==> config.mk <==
export PLATFORM = sky130hd
export DESIGN_NAME = wb_mem_writer_flat
export DESIGN_NICKNAME = d
export VERILOG_FILES = /design/src/rtl/wbw_pkg.sv /design/src/rtl/wb_mem_writer_if.sv /design/src/rtl/wbw_beat_mux.sv /design/src/rtl/wb_mem_writer.sv /design/src/flat_wrapper.sv
export SDC_FILE = /design/constraint.sdc
export NUM_CORES = 1
export LEC_CHECK = 0
export ABC_AREA = 1
export CAP_MARGIN = 20
export CORE_MARGIN = 10
export CORE_UTILIZATION = 55
export CTS_BUF_LIST = sky130_fd_sc_hd__clkbuf_4 sky130_fd_sc_hd__clkbuf_8
export DETAILED_ROUTE_END_ITERATION = 7
export PLACE_DENSITY = 0.95
export SLEW_MARGIN = 5
export SYNTH_ARGS = -nofsm -noshare
export SYNTH_HDL_FRONTEND = slang
export SYNTH_HIERARCHICAL = 1
export SYNTH_SLANG_ARGS = --single-unit
==> constraint.sdc <==
create_clock -name clk -period 5.9 [get_ports clk]
set_input_delay 1.18 -clock clk [delete_from_list [all_inputs] [get_ports clk]]
set_output_delay 1.18 -clock clk [all_outputs]
set_load 0.03 [all_outputs]
==> src/rtl/wbw_pkg.sv <==
// Shared types and sizing for the write-back memory writer: FSM states,
// response codes and the line/beat geometry.
package wbw_pkg;

  localparam int ADDR_W  = 27;
  localparam int LINE_W  = 128;
  localparam int BEAT_W  = 32;
  localparam int NBEAT   = LINE_W / BEAT_W;
  localparam int IDX_W   = $clog2(NBEAT);
  localparam int TIMEOUT = 255;

  localparam logic [1:0] BRESP_OKAY = 2'b00;

  typedef enum logic [1:0] {
    ST_IDLE = 2'd0,
    ST_ADDR = 2'd1,
    ST_DATA = 2'd2,
    ST_RESP = 2'd3
  } wbw_state_e;

endpackage

==> src/rtl/wb_mem_writer_if.sv <==
// External memory write channel: address phase, data beats, write response.
// The master modport is the line writer, the slave modport is the memory side.
interface wb_mem_writer_if #(
  parameter int BEAT_W = 32
);

  logic              awvalid;
  logic              awready;
  logic [31:0]       awaddr;
  logic              wvalid;
  logic              wready;
  logic [BEAT_W-1:0] wdata;
  logic              wlast;
  logic              bvalid;
  logic              bready;
  logic [1:0]        bresp;

  modport master (
    output awvalid, awaddr, wvalid, wdata, wlast, bready,
    input  awready, wready, bvalid, bresp
  );

  modport slave (
    input  awvalid, awaddr, wvalid, wdata, wlast, bready,
    output awready, wready, bvalid, bresp
  );

endinterface

==> src/rtl/wbw_beat_mux.sv <==
// Selects one data beat out of a buffered line; beat 0 is the low word.
module wbw_beat_mux #(
  parameter int LINE_W = 128,
  parameter int BEAT_W = 32,
  parameter int IDX_W  = 2
) (
  input  logic [LINE_W-1:0] line_i,
  input  logic [IDX_W-1:0]  idx_i,
  output logic [BEAT_W-1:0] beat_o
);

  // Word select within the line
  always_comb begin
    beat_o = line_i[BEAT_W*int'(idx_i) +: BEAT_W];
  end

endmodule

==> src/rtl/wb_mem_writer.sv <==
// Accepts one evicted line from the write-back FIFO and writes it to memory as
// an address phase, NBEAT data beats and a response; busy until the response.
module wb_mem_writer
  import wbw_pkg::*;
#(
  parameter int ADDR_W  = wbw_pkg::ADDR_W,
  parameter int LINE_W  = wbw_pkg::LINE_W,
  parameter int BEAT_W  = wbw_pkg::BEAT_W,
  parameter int TIMEOUT = wbw_pkg::TIMEOUT
) (
  input  logic                clk,
  input  logic                rstn,
  input  logic                wr_en,
  input  logic [ADDR_W-1:0]   wr_addr,
  input  logic [LINE_W-1:0]   wr_data,
  output logic                wr_busy,
  output logic                wr_err,
  wb_mem_writer_if.master     mem
);

  localparam int NB    = LINE_W / BEAT_W;
  localparam int IW    = $clog2(NB);
  localparam int TMO_W = $clog2(TIMEOUT + 1);

  wbw_state_e        state_q, state_d;
  logic [IW-1:0]     idx_q, idx_d;
  logic [TMO_W-1:0]  tmo_q, tmo_d;
  logic [LINE_W-1:0] line_q, line_d;
  logic [31:0]       awaddr_q, awaddr_d;
  logic              awvalid_q, awvalid_d;
  logic              wvalid_q, wvalid_d;
  logic              wlast_q, wlast_d;
  logic [BEAT_W-1:0] wdata_q, wdata_d;
  logic              bready_q, bready_d;
  logic              err_q, err_d;

  logic [LINE_W-1:0] mux_line_s;
  logic [IW-1:0]     mux_idx_s;
  logic [BEAT_W-1:0] beat_s;

  wbw_beat_mux #(
    .LINE_W (LINE_W),
    .BEAT_W (BEAT_W),
    .IDX_W  (IW)
  ) u_beat_mux (
    .line_i (mux_line_s),
    .idx_i  (mux_idx_s),
    .beat_o (beat_s)
  );

  // The wr_en term covers a request issued off the last idle cycle's low busy
  assign wr_busy     = (state_q != ST_IDLE) | wr_en;
  assign wr_err      = err_q;
  assign mem.awvalid = awvalid_q;
  assign mem.awaddr  = awaddr_q;
  assign mem.wvalid  = wvalid_q;
  assign mem.wdata   = wdata_q;
  assign mem.wlast   = wlast_q;
  assign mem.bready  = bready_q;

  // Next-state and next-output computation for the line write sequence
  always_comb begin
    state_d    = state_q;
    idx_d      = idx_q;
    tmo_d      = tmo_q;
    line_d     = line_q;
    awaddr_d   = awaddr_q;
    awvalid_d  = awvalid_q;
    wvalid_d   = wvalid_q;
    wlast_d    = wlast_q;
    wdata_d    = wdata_q;
    bready_d   = bready_q;
    err_d      = err_q;
    mux_line_s = line_q;
    mux_idx_s  = idx_q;

    case (state_q)
      ST_IDLE: begin
        if (wr_en) begin
          line_d     = wr_data;
          awaddr_d   = 32'({wr_addr, 4'b0000});
          awvalid_d  = 1'b1;
          idx_d      = IW'(0);
          tmo_d      = TMO_W'(0);
          // Line register is not loaded yet, so take beat 0 straight from the port
          mux_line_s = wr_data;
          mux_idx_s  = IW'(0);
          wdata_d    = beat_s;
          state_d    = ST_ADDR;
        end else begin
          state_d = ST_IDLE;
        end
      end
      ST_ADDR: begin
        if (mem.awready) begin
          awvalid_d = 1'b0;
          wvalid_d  = 1'b1;
          wlast_d   = 1'b0;
          state_d   = ST_DATA;
        end else begin
          awvalid_d = 1'b1;
        end
      end
      ST_DATA: begin
        if (mem.wready && (idx_q == IW'(NB - 1))) begin
          wvalid_d = 1'b0;
          wlast_d  = 1'b0;
          bready_d = 1'b1;
          idx_d    = IW'(0);
          tmo_d    = TMO_W'(0);
          state_d  = ST_RESP;
        end else if (mem.wready) begin
          idx_d     = idx_q + IW'(1);
          mux_idx_s = idx_q + IW'(1);
          wdata_d   = beat_s;
          wlast_d   = ((idx_q + IW'(1)) == IW'(NB - 1));
        end else begin
          wvalid_d = 1'b1;
        end
      end
      ST_RESP: begin
        if (mem.bvalid) begin
          err_d    = err_q | (mem.bresp != BRESP_OKAY);
          bready_d = 1'b0;
          tmo_d    = TMO_W'(0);
          state_d  = ST_IDLE;
        end else if (tmo_q == TMO_W'(TIMEOUT - 1)) begin
          // This cycle is the TIMEOUT-th spent waiting for the response
          err_d    = 1'b1;
          bready_d = 1'b0;
          tmo_d    = TMO_W'(0);
          state_d  = ST_IDLE;
        end else begin
          tmo_d = tmo_q + TMO_W'(1);
        end
      end
      default: begin
        state_d   = ST_IDLE;
        awvalid_d = 1'b0;
        wvalid_d  = 1'b0;
        wlast_d   = 1'b0;
        bready_d  = 1'b0;
      end
    endcase

    err_d = err_d | (wr_en && (state_q != ST_IDLE));
  end

  // State, line buffer and registered channel outputs
  always_ff @(posedge clk or negedge rstn) begin
    if (!rstn) begin
      state_q   <= ST_IDLE;
      idx_q     <= IW'(0);
      tmo_q     <= TMO_W'(0);
      line_q    <= LINE_W'(0);
      awaddr_q  <= 32'h0000_0000;
      awvalid_q <= 1'b0;
      wvalid_q  <= 1'b0;
      wlast_q   <= 1'b0;
      wdata_q   <= BEAT_W'(0);
      bready_q  <= 1'b0;
      err_q     <= 1'b0;
    end else begin
      state_q   <= state_d;
      idx_q     <= idx_d;
      tmo_q     <= tmo_d;
      line_q    <= line_d;
      awaddr_q  <= awaddr_d;
      awvalid_q <= awvalid_d;
      wvalid_q  <= wvalid_d;
      wlast_q   <= wlast_d;
      wdata_q   <= wdata_d;
      bready_q  <= bready_d;
      err_q     <= err_d;
    end
  end

endmodule

==> src/flat_wrapper.sv <==
// flat-port wrapper written by rule: the top's interface ports become plain ports
module wb_mem_writer_flat import wbw_pkg::*;
#(
  parameter int ADDR_W  = wbw_pkg::ADDR_W,
  parameter int LINE_W  = wbw_pkg::LINE_W,
  parameter int BEAT_W  = wbw_pkg::BEAT_W,
  parameter int TIMEOUT = wbw_pkg::TIMEOUT
)
  (clk, rstn, wr_en, wr_addr, wr_data, wr_busy, wr_err, mem_awvalid, mem_awaddr, mem_wvalid, mem_wdata, mem_wlast, mem_bready, mem_awready, mem_wready, mem_bvalid, mem_bresp);
  wb_mem_writer_if #(.BEAT_W(BEAT_W)) mem_i ();
  input  logic clk;
  input  logic rstn;
  input  logic wr_en;
  input  logic [ADDR_W-1:0] wr_addr;
  input  logic [LINE_W-1:0] wr_data;
  output logic wr_busy;
  output logic wr_err;
  output wire logic [$bits(mem_i.awvalid)-1:0] mem_awvalid;
  output wire logic [$bits(mem_i.awaddr)-1:0] mem_awaddr;
  output wire logic [$bits(mem_i.wvalid)-1:0] mem_wvalid;
  output wire logic [$bits(mem_i.wdata)-1:0] mem_wdata;
  output wire logic [$bits(mem_i.wlast)-1:0] mem_wlast;
  output wire logic [$bits(mem_i.bready)-1:0] mem_bready;
  input wire logic [$bits(mem_i.awready)-1:0] mem_awready;
  input wire logic [$bits(mem_i.wready)-1:0] mem_wready;
  input wire logic [$bits(mem_i.bvalid)-1:0] mem_bvalid;
  input wire logic [$bits(mem_i.bresp)-1:0] mem_bresp;
  assign mem_awvalid = mem_i.awvalid;
  assign mem_awaddr = mem_i.awaddr;
  assign mem_wvalid = mem_i.wvalid;
  assign mem_wdata = mem_i.wdata;
  assign mem_wlast = mem_i.wlast;
  assign mem_bready = mem_i.bready;
  assign mem_i.awready = mem_awready;
  assign mem_i.wready = mem_wready;
  assign mem_i.bvalid = mem_bvalid;
  assign mem_i.bresp = mem_bresp;
  wb_mem_writer #(.ADDR_W(ADDR_W), .LINE_W(LINE_W), .BEAT_W(BEAT_W), .TIMEOUT(TIMEOUT)) u_core (.clk(clk), .rstn(rstn), .wr_en(wr_en), .wr_addr(wr_addr), .wr_data(wr_data), .wr_busy(wr_busy), .wr_err(wr_err), .mem(mem_i));
endmodule
==> results of run 1 <==
[synth_stat cells, types with 2 or more instances]
library cell / count
sky130_fd_sc_hd__buf_4: 12
sky130_fd_sc_hd__a21oi_1: 8
sky130_fd_sc_hd__nor2_1: 19
sky130_fd_sc_hd__mux2_4: 100
sky130_fd_sc_hd__or2_2: 2
sky130_fd_sc_hd__nand3_1: 73
sky130_fd_sc_hd__nand2_1: 225
sky130_fd_sc_hd__inv_1: 182
sky130_fd_sc_hd__mux2_1: 14
sky130_fd_sc_hd__o311ai_0: 2
sky130_fd_sc_hd__mux2_2: 41
sky130_fd_sc_hd__buf_6: 26
sky130_fd_sc_hd__o21ai_1: 24
sky130_fd_sc_hd__o21ai_0: 18
sky130_fd_sc_hd__inv_2: 2
sky130_fd_sc_hd__dfrtp_1: 204
sky130_fd_sc_hd__ha_1: 8
sky130_fd_sc_hd__nand2_2: 2
sky130_fd_sc_hd__buf_2: 11
sky130_fd_sc_hd__nand4_1: 4
[through the flow]
step / std cells / setup WS (ps) / area (um^2) / hold WS, ps
CTS: 1464 / 2060 / 13100 / 493
floorplan: 989 / 3250 / 10100 / 461
global route: 1465 / 1990 / 13100 / 497
finish: 1465 / 2060 / 13100 / 488
detailed placement: 1402 / 1900 / 12400 / 478
global placement: 1401 / 1850 / 12300 / 459
[sequential cells by signal (all words and copies together), names as in the netlist]
name	count
u_core/mem.awvalid	1
u_core/mem.wvalid	1
u_core/line_q	128
u_core/state_q	2
u_core/tmo_q	8
u_core/wr_err	1
u_core/mem.wlast	1
u_core/idx_q	2
u_core/mem.bready	1
u_core/mem.awaddr	27
u_core/mem.wdata	32
[cell families (layout without fill, tap and decap cells)]
kind of cell,Yosys count,after routing,synth area share [%]
simple gates,328,328,13.4
buf+inv,234,481,11.2
flops,204,204,50.5
mux,155,155,21.0
compound gates,55,55,2.87
fa+ha+maj,8,8,0.991
other cells,1,5,0.0371
[area by class of cell]
| cell class | instances | area (um^2) |
|---|---|---|
| Sequential cell | 204 | 5100 |
| Fill cell | 1185 | 4890 |
| Multi-Input combinational cell | 551 | 3930 |
| Timing Repair Buffer | 235 | 2380 |
| Clock buffer | 58 | 729 |
| Inverter | 184 | 691 |
| Tap cell | 229 | 287 |
| Clock inverter | 4 | 20.0 |
[worst min path at each step]
stage                          to  slack, ps  cells past startpoint
5_1_grt         u_core/line_q[67]        500                      1
4_1_cts         u_core/line_q[88]        490                      1
2_1_floorplan  u_core/line_q[100]        460                      1
3_3_place_gp        u_core/wr_err        460                      2
6_report        u_core/line_q[94]        490                      1
3_5_place_dp    u_core/line_q[51]        480                      1
[metal layers]
layer / vias to the layer above / global-route usage, % / share of wire [%]
met5: - / 0 / 0
met4: 0 / 6.68 / 2.3
met3: 50 / 5.10 / 7.5
met2: 322 / 35.9 / 50
met1: 3641 / 26.4 / 40
li1: 3522 / - / -
[power breakdown]
part / leakage [nW] / total, mW / internal, mW / switching (mW)
clock: 0.404 / 1.34 / 0.779 / 0.559
combinational: 3.89 / 4.19 / 1.85 / 2.33
sequential: 2.44 / 2.37 / 2.08 / 0.286
total: 6.73 / 7.89 / 4.71 / 3.18
==> out/qor.csv, run 1 <==
metric;value;unit
cell family contributing the most delay on the critical path;buffers and inverters;
count of instances resized after the clock tree is built;0;
type of the setup path with the least slack;in -> out;
most common library cell in the layout ignoring fill and taps;sky130_fd_sc_hd__clkdlybuf4s50_1;
fraction of registers with async set/reset;100;%
insertion delay of the later-clocked pin in the worst-skew pair;500;ps
violation count after the first detailed-route iteration;552;
critical path cell sequence;clkdlybuf4s50_1, inv_1, nand2_1, clkdlybuf4s50_1;
Yosys reg bits;204;
number of enable flip-flop cells after synthesis;0;
Least-Margin Pin Slew;1120;ps
global-route usage over all layers;21.3;%
NumNets Final;1382;
overall die width;156;um
DIE HEIGHT;156;um
fraction of final layout cells sized beyond drive strength 1;18.0;%
top-level I/O count;233;
number of antenna violations at the first check in global routing;0;
sequential fraction of the synthesis area;50.5;%
final critical-path share of the clock period;65.0;%
H-tree level count;2;
Clock Tree Buf Depth;3;
Yosys warning count;6;
relative slew slack;25.5;%
status;completed;
largest net degree at the start of global routing;158;
depth of the most critical reg-to-reg path;14;
r2r endpoint;u_core/mem.wdata[18];
IO buf count;227;
Setup Buffers After CTS;0;
instance count of the mapped netlist;985;
CTS clock-pin slew for the worst setup and hold paths;60;ps
post-DR wirelength/cell;18.0;um
Design Power;7.89;mW
nature of the critical path startpoint;input pin;
total routed wirelength;26300;um
cell at the root of the clock tree;sky130_fd_sc_hd__clkbuf_8;
detailed-placement wirelength estimate;17800;um
TritonCTS clock tree;done;
Max IR drop VDD;0.730;mV
wire length of the first global-routing pass;42300;um
count of buffering cells on the critical path with inverters included;3;
leading post-synthesis cells by cell area;sky130_fd_sc_hd__dfrtp_1 (51%), sky130_fd_sc_hd__mux2_4 (15%), sky130_fd_sc_hd__nand2_1 (8.4%), sky130_fd_sc_hd__inv_1 (6.8%), sky130_fd_sc_hd__mux2_2 (4.6%);
cell with the biggest individual delay on the critical path;sky130_fd_sc_hd__clkdlybuf4s50_1;
final setup violation count;0;
maximum fanout along the worst path;3;
final hold violations;0;
number of global-route vias before repair;8070;
class of the tightest hold or removal check;reg -> reg;
Mapped Avg Cell Area;10.3;um^2
final core occ;72.9;%
library cells used by synthesis;28;
Setup Total Neg Slack;0;ps
Critical Path End Type;output port;
core region area;18000;um^2
Remaining Overflow, GRT;0;
post-route clock skew;17.4;ps
layout overhead on the synthesized area;30.0;%
total power density per cell area;601;nW/um^2
initial core utilization;56.1;%
gpl congestion;0.810;
final-report max-slew violation count;0;
via total after detailed routing;7535;
worst setup path startpoint;wr_en;
commonest cells after routing, fill and taps aside;sky130_fd_sc_hd__clkdlybuf4s50_1 (226), sky130_fd_sc_hd__nand2_1 (225), sky130_fd_sc_hd__dfrtp_1 (204);
Fmax;261;MHz
clock net sink count;204;
CP required;4720;ps
leakage power summed over all cells;6.73;nW
Hold Buf Count CTS;0;
die area;24200;um^2
drt pass-1 iters;5;
mapped cell area;10100;um^2
post-detailed-route via-to-cell ratio;5.14;
stage delay of the slowest cell on the critical path;700;ps
Top cell by count, worst path;sky130_fd_sc_hd__clkdlybuf4s50_1;
dominant synthesized flop cell;sky130_fd_sc_hd__dfrtp_1;
Max Cap Viol;0;
clock period minus worst slack;3840;ps
r2r setup slk;2840;ps
critical path capture point;wr_busy;
Worst Path Arrival;2660;ps
TritonCTS Buffers;35;
top cell type's share of synthesized area;50.5;%
RSZ-0062 raised after global routing;false;
number of standard-cell rows in the floorplan;49;
DRC violations left;0;
worst min-delay path startpoint;u_core/line_q[94];
final antenna-violating net count;0;
n_diodes;0;
dominant cell type by area after synthesis;sky130_fd_sc_hd__dfrtp_1;
startpoint of the worst register-to-register path;u_core/state_q[0];
logic depth of the worst setup path including buffers;4;
Power figures use the tool's default switching activity.
==> inputs of run 2 (changes only) <==
--- a/config.mk
+++ b/config.mk
@@ -8,7 +8,7 @@
 export ABC_AREA = 1
 export CAP_MARGIN = 20
 export CORE_MARGIN = 10
-export CORE_UTILIZATION = 55
+export CORE_UTILIZATION = 52
 export CTS_BUF_LIST = sky130_fd_sc_hd__clkbuf_4 sky130_fd_sc_hd__clkbuf_8
 export DETAILED_ROUTE_END_ITERATION = 7
 export PLACE_DENSITY = 0.95
==> constraint.sdc (replaced) <==
create_clock -name clk -period 3.95 [get_ports clk]
set_input_delay 0.79 -clock clk [delete_from_list [all_inputs] [get_ports clk]]
set_output_delay 0.79 -clock clk [all_outputs]
set_load 0.03 [all_outputs]
==> run 2 against run 1 <==
- flip-flop and latch count stayed put
- die area increased by 5.0%
- via count fell by 0.74%
- sequential power increased by 49%
- clock power increased by 40%
- non-clock buffer count up 3
- cell count is 2.2% higher
- design area about the same
- register-to-register slack worse by 1500 ps
- first-iteration DRC count decreased by 17%
- clock-buffer cell count decreased by 4
- worst hold slack lost 140 ps
- critical path type unchanged
- critical endpoint unchanged
- highest routed layer unchanged
==> out/qor.csv, run 2 (synthesis gave the netlist of run 1 again) <==
metric;value;unit;change
IO buf count;227;;unchanged
layout overhead on the synthesized area;30.1;%;about the same
largest net degree at the start of global routing;95;;-40%
Clock Tree Buf Depth;3;;unchanged
final core occ;69.6;%;-3.3 points
register bank with the most flops;u_core/line_q;;
clock period minus worst slack;3080;ps;
final setup violation count;0;;unchanged
nature of the critical path startpoint;input pin;;
Max Cap Viol;0;;unchanged
clock net sink count;204;;unchanged
DRC violations left;0;;unchanged
leakage power summed over all cells;6.72;nW;-0.21%
count of instances resized after the clock tree is built;0;;unchanged
overall die width;159;um;+2.5%
NumNets Final;1385;;+0.22%
number of standard-cell rows in the floorplan;50;;+2.0%
type of the setup path with the least slack;in -> out;;
core region area;18900;um^2;+4.8%
post-detailed-route via-to-cell ratio;5.00;;-2.9%
Least-Margin Pin Slew;746;ps;-372 ps
commonest cells after routing, fill and taps aside;sky130_fd_sc_hd__clkdlybuf4s50_1 (226), sky130_fd_sc_hd__nand2_1 (225), sky130_fd_sc_hd__dfrtp_1 (204);;
gpl congestion;0.776;;-4.2%
post-route clock skew;14.4;ps;-2.97 ps
total routed wirelength;26700;um;+1.3%
class of the tightest hold or removal check;in -> async;;
Setup Buffers After CTS;0;;unchanged
Remaining Overflow, GRT;0;;unchanged
Fmax;324;MHz;
number of global-route vias before repair;7964;;-1.3%
cell at the root of the clock tree;sky130_fd_sc_hd__clkbuf_8;;
relative slew slack;50.3;%;+25 points
final hold violations;0;;unchanged
RSZ-0062 raised after global routing;false;;
Critical Path End Type;output port;;
post-DR wirelength/cell;17.8;um;-0.84%
wire length of the first global-routing pass;42400;um;+0.34%
Hold Buf Count CTS;0;;unchanged
status;completed;;
insertion delay of the later-clocked pin in the worst-skew pair;500;ps;about the same
H-tree level count;2;;unchanged
Max IR drop VDD;0.932;mV;+28%
global-route usage over all layers;20.4;%;-0.84 points
placed cells;1437;;+2.5%
violation count after the first detailed-route iteration;460;;-17%
via total after detailed routing;7479;;-0.74%
final antenna-violating net count;0;;unchanged
initial core utilization;53.5;%;-2.6 points
CTS clock-pin slew for the worst setup and hold paths;50;ps;about the same
maximum fanout along the worst path;3;;unchanged
drt pass-1 iters;5;;unchanged
TritonCTS clock tree;done;;
final-report max-slew violation count;0;;unchanged
fraction of final layout cells sized beyond drive strength 1;18.0;%;unchanged
CP required;3160;ps;-1560 ps
final std cells w/o fill;1497;;+2.2%
top-level I/O count;233;;unchanged
Worst Path Arrival;2290;ps;-370 ps
TritonCTS Buffers;35;;unchanged
most common library cell in the layout ignoring fill and taps;sky130_fd_sc_hd__clkdlybuf4s50_1;;
startpoint of the worst register-to-register path;u_core/state_q[0];;
Setup Total Neg Slack;0;ps;unchanged
DIE HEIGHT;159;um;+2.5%
die area;25400;um^2;+5.0%
number of antenna violations at the first check in global routing;1;;+1
final critical-path share of the clock period;78.1;%;
worst setup path startpoint;wr_en;;
detailed-placement wirelength estimate;18500;um;+4.4%
total power density per cell area;883;nW/um^2;+47%
number of flip-flops under the largest register name;128;;unchanged
## run 2: changes by cell type in the layout (fill, tap and decap cells not counted)
| cell | before | now |
|---|---|---|
| sky130_fd_sc_hd__clkbuf_8 | 48 | 42 |
| sky130_fd_sc_hd__buf_12 | 2 | 4 |
| sky130_fd_sc_hd__buf_4 | 5 | 7 |
| sky130_fd_sc_hd__clkbuf_4 | 11 | 13 |
| sky130_fd_sc_hd__buf_16 | 1 | 0 |
| sky130_fd_sc_hd__clkinv_2 | 4 | 5 |
| sky130_fd_sc_hd__diode_2 | 0 | 1 |
## run 2: area by class of cell
| cell class | instances | area [um^2] |
|---|---|---|
| well taps | 260 | 325 |
| multi-input cells | 551 | 3930 |
| fillers | 1358 | 5750 |
| inverters | 184 | 691 |
| diodes | 1 | 2.50 |
| clock inverters | 5 | 25.0 |
| clock buffers | 54 | 662 |
| repair buffers | 238 | 2410 |
| flip-flops and latches | 204 | 5100 |
## run 2: routing by layer
layer  vias to the layer above  global-route usage, %  wire length, um  part of all wire [%]
li1                       3522                      -                -                     -
met1                      3635                   24.0            10700                    40
met2                       273                   35.8            13600                    51
met3                        49                   5.32             1730                   6.5
met4                         0                   6.32              663                   2.5
met5                         -                      0                0                     0
## run 2: worst paths after layout
kind	endpoint	slack (ps)	cells past startpoint
max in group asynchronous	u_core/mem.awaddr[21]	2680	2
hold reg to reg	u_core/mem.wdata[25]	490	2
setup reg to reg	u_core/mem.wdata[8]	1370	13
hold / removal	u_core/line_q[121]	350	1
min in group clk	u_core/mem.wdata[25]	490	2
setup / recovery	wr_busy	870	4
## run 2: worst max-delay path, stage by stage
cell	delay, ps
sky130_fd_sc_hd__clkdlybuf4s50_1	580
sky130_fd_sc_hd__inv_1	90
sky130_fd_sc_hd__nand2_1	120
sky130_fd_sc_hd__clkdlybuf4s50_1	710
## run 2: through the flow
| stage | area, um^2 | hold slack (ps) | total power [mW] | setup WS [ps] |
|---|---|---|---|---|
| 2_1_floorplan | 10100 | 461 | 8.07 | 1690 |
| 3_3_place_gp | 12500 | 461 | 9.43 | 862 |
| 3_5_place_dp | 12500 | 476 | 9.71 | 726 |
| 4_1_cts | 13100 | 352 | 11.7 | 856 |
| 5_1_grt | 13100 | 374 | 12.4 | 802 |
| 6_report | 13100 | 349 | 11.6 | 867 |
## run 2: report_power, final
group | switching [mW] | internal (mW)
combinational | 3.46 | 2.74
sequential | 0.422 | 3.11
clock | 0.816 | 1.06
==> variant: new RTL, flow settings as in run 2 <==
Make the reset (`rstn`) synchronous in one clocked block.
--- a/src/rtl/wb_mem_writer.sv
+++ b/src/rtl/wb_mem_writer.sv
@@ -148,5 +148,5 @@
 
   // State, line buffer and registered channel outputs
-  always_ff @(posedge clk or negedge rstn) begin
+  always_ff @(posedge clk) begin
     if (!rstn) begin
       state_q   <= ST_IDLE;
Function: differs if rstn is asserted again (counterexample within 4 cycles, from zero or initial values and one cycle with rstn low); with rstn held inactive, the same outputs for 4 cycles.
==> variant against run 2 <==
Synthesized area fell by 2.7%; sequential cell count did not move; critical path depth did not move; design area fell by 2.6%; setup slack improved by 0.082 ns; count of clock-buffer cells in the layout rose by 4; power fell by 19%; routed wire length rose by 21%; synthesized cell count rose by 49%; maximum frequency rose by 2.7%; utilization fell by 0.90 points; cell count rose by 28%; critical endpoint unchanged; highest routed layer unchanged.
==> variant: results (changes against run 2) <==
* Post-synth EDFFs at 0 (unchanged)
* Worst Hold Class: reg2reg
* CP peak stage delay at 0.71 ns (about the same)
* Root buffer cell: clkbuf_8
* Count of cell types in the netlist at 31 (+11%)
* XOR/XNOR share of the synthesized area at 0.000890 (+0.000890)
* Asr flop ratio synth at 0 (-1.00)
* FF-to-FF Start: u_core/state_q[0]$_SDFFE_PN0P_
* PortBufs at 227 (unchanged)
* CP arrival at 2.21 ns (-0.08 ns)
* Layout cells sized above 1 at 0.0628 (-0.118)
* Placer Congestion at 0.951 (+23%)
* Leak at 6.47 nW (-3.6%)
* Yosys warning total at 6 (unchanged)
* Critical Path End: wr_busy
* Most flop-heavy register: u_core/line_q
* N_diodes at 0 (-1)
* GRT Total Usage at 0.250 (+0.0460)
* Initial antenna violation count at 0 (-1)
* Vias in the first global route at 9755 (+22%)
* Hpwl dp at 23000 µm (+24%)
* Largest net degree at the start of global routing at 114 (+20%)
* DR iter-0 viols at 1381 (+200%)
* Vias/cell at 5.22 (+4.4%)
* Max VDD drop at 0.000335 V (-64%)
* Crit path max fanout at 3 (unchanged)
* Grt total ovfl at 0 (unchanged)
* Hold_sp: u_core/tmo_q[4]$_SDFFE_PN0P_
* Clock Skew at 0.0213 ns (+0.00689 ns)
* Post-cts resize count at 0 (unchanged)
* Post-synth top cells: 283 x inv_1, 266 x nor2_1, 204 x dfxtp_1
* Worst r2r dst: u_core/mem.wdata[14]$_SDFFE_PN0P_
* Hold path depth at 2
* Worst Setup SP: wr_en
* Max_slew headroom at 0.522 (+0.0188)
* Synth area leaders: dfxtp_1 42%, inv_1 11%, nor2_1 10%, nand2_1 7.2%, or2_1 6.9%
* Mux cell area share after synthesis at 0 (-0.210)
* Compound-Gate Fraction of Synth Area at 0.109 (+0.0803)
* Setup bufs post-CTS at 0 (unchanged)
* FF-to-FF path depth at 14 (+1)
* Fmax at 333 MHz (+2.7%)
* First-pass GRT wire length at 50200 µm (+18%)
* Outcome: finished clean
* Critical path's top delay family: buffers and inverters
* Drt first pass iters at 8 (+3)
* Slowest CP cell: clkdlybuf4s50_1
* Post-synthesis adder-cell area fraction at 0.0114 (+0.00154)
* Final nets at 1839 (+33%)
* Insertion delay to the later sink of the worst-skew pair at 0.52 ns (+0.02 ns)
* Num CTS Buffers at 36 (+2.9%)
* R2r setup slk at 1.11 ns (-0.26 ns)
* Max reg flops at 128 (unchanged)
* Internal at 0.00543 W (-21%)
* Clock-pin slew on the worst setup and hold paths at 0.05 ns (about the same)
* WL/cell at 16.9 µm (-5.4%)
* CTS Buffer Depth at 3 (unchanged)
* Sequential share of the synthesized area at 0.415 (-0.0900)
* Worst Hold End: u_core/tmo_q[4]$_SDFFE_PN0P_
variant: cell types whose count changed in the layout (fill, tap and decap cells not counted), sizes merged, moves of 6 or more:
cell	before	now
dfrtp	204	0
inv	184	287
o21ai	43	194
dfxtp	0	204
nand2	227	192
mux2	155	0
nor2	20	268
or2	2	128
a21oi	8	14
variant: final cells by class:
cell class	instances	area (µm²)
Fill cell	1439	5840
Clock buffer	58	729
Inverter	288	1080
Clock inverter	1	7.51
Timing Repair Buffer	241	2410
Tap cell	234	293
Multi-Input combinational cell	896	4190
Sequential cell	204	4080
variant: kinds of logic (layout without fill, tap and decap cells):
kind of cell	count (synthesis)	in the layout
buffers and inverters	375	588
other	1	5
flip-flops	204	204
AND/OR/NAND/NOR	670	670
AO/OA/AOI/OAI	211	211
adder cells (fa/ha/maj)	9	9
XOR/XNOR	1	1
variant: metrics by stage:
stage	util	cell area, µm²	std cells	setup WS [ns]	hold slack, ns
finish	0.687	12800	1922	0.949	0.471
global route	0.687	12800	1922	0.901	0.500
CTS	0.687	12800	1922	0.947	0.471
detailed placement	0.647	12100	1863	0.744	0.456
global placement	0.647	12100	1863	0.868	0.451
floorplan	-	9850	1475	1.61	0.437
variant: power by group through the flow:
stage | registers [W] | logic, W | clock network (W)
final | 0.00288 | 0.00457 | 0.00200
after floorplan | 0.00328 | 0.00262 | 0
after CTS | 0.00288 | 0.00447 | 0.00203
after global routing | 0.00293 | 0.00499 | 0.00212
after global placement | 0.00289 | 0.00434 | 0
after detailed placement | 0.00292 | 0.00441 | 0
variant: routing by layer:
metal | global-route usage | up-vias | share of wire
li1 | - | 4776 | -
met1 | 0.312 | 4519 | 0.39
met5 | 0 | - | 0
met2 | 0.391 | 602 | 0.44
met3 | 0.0655 | 127 | 0.12
met4 | 0.126 | 0 | 0.050
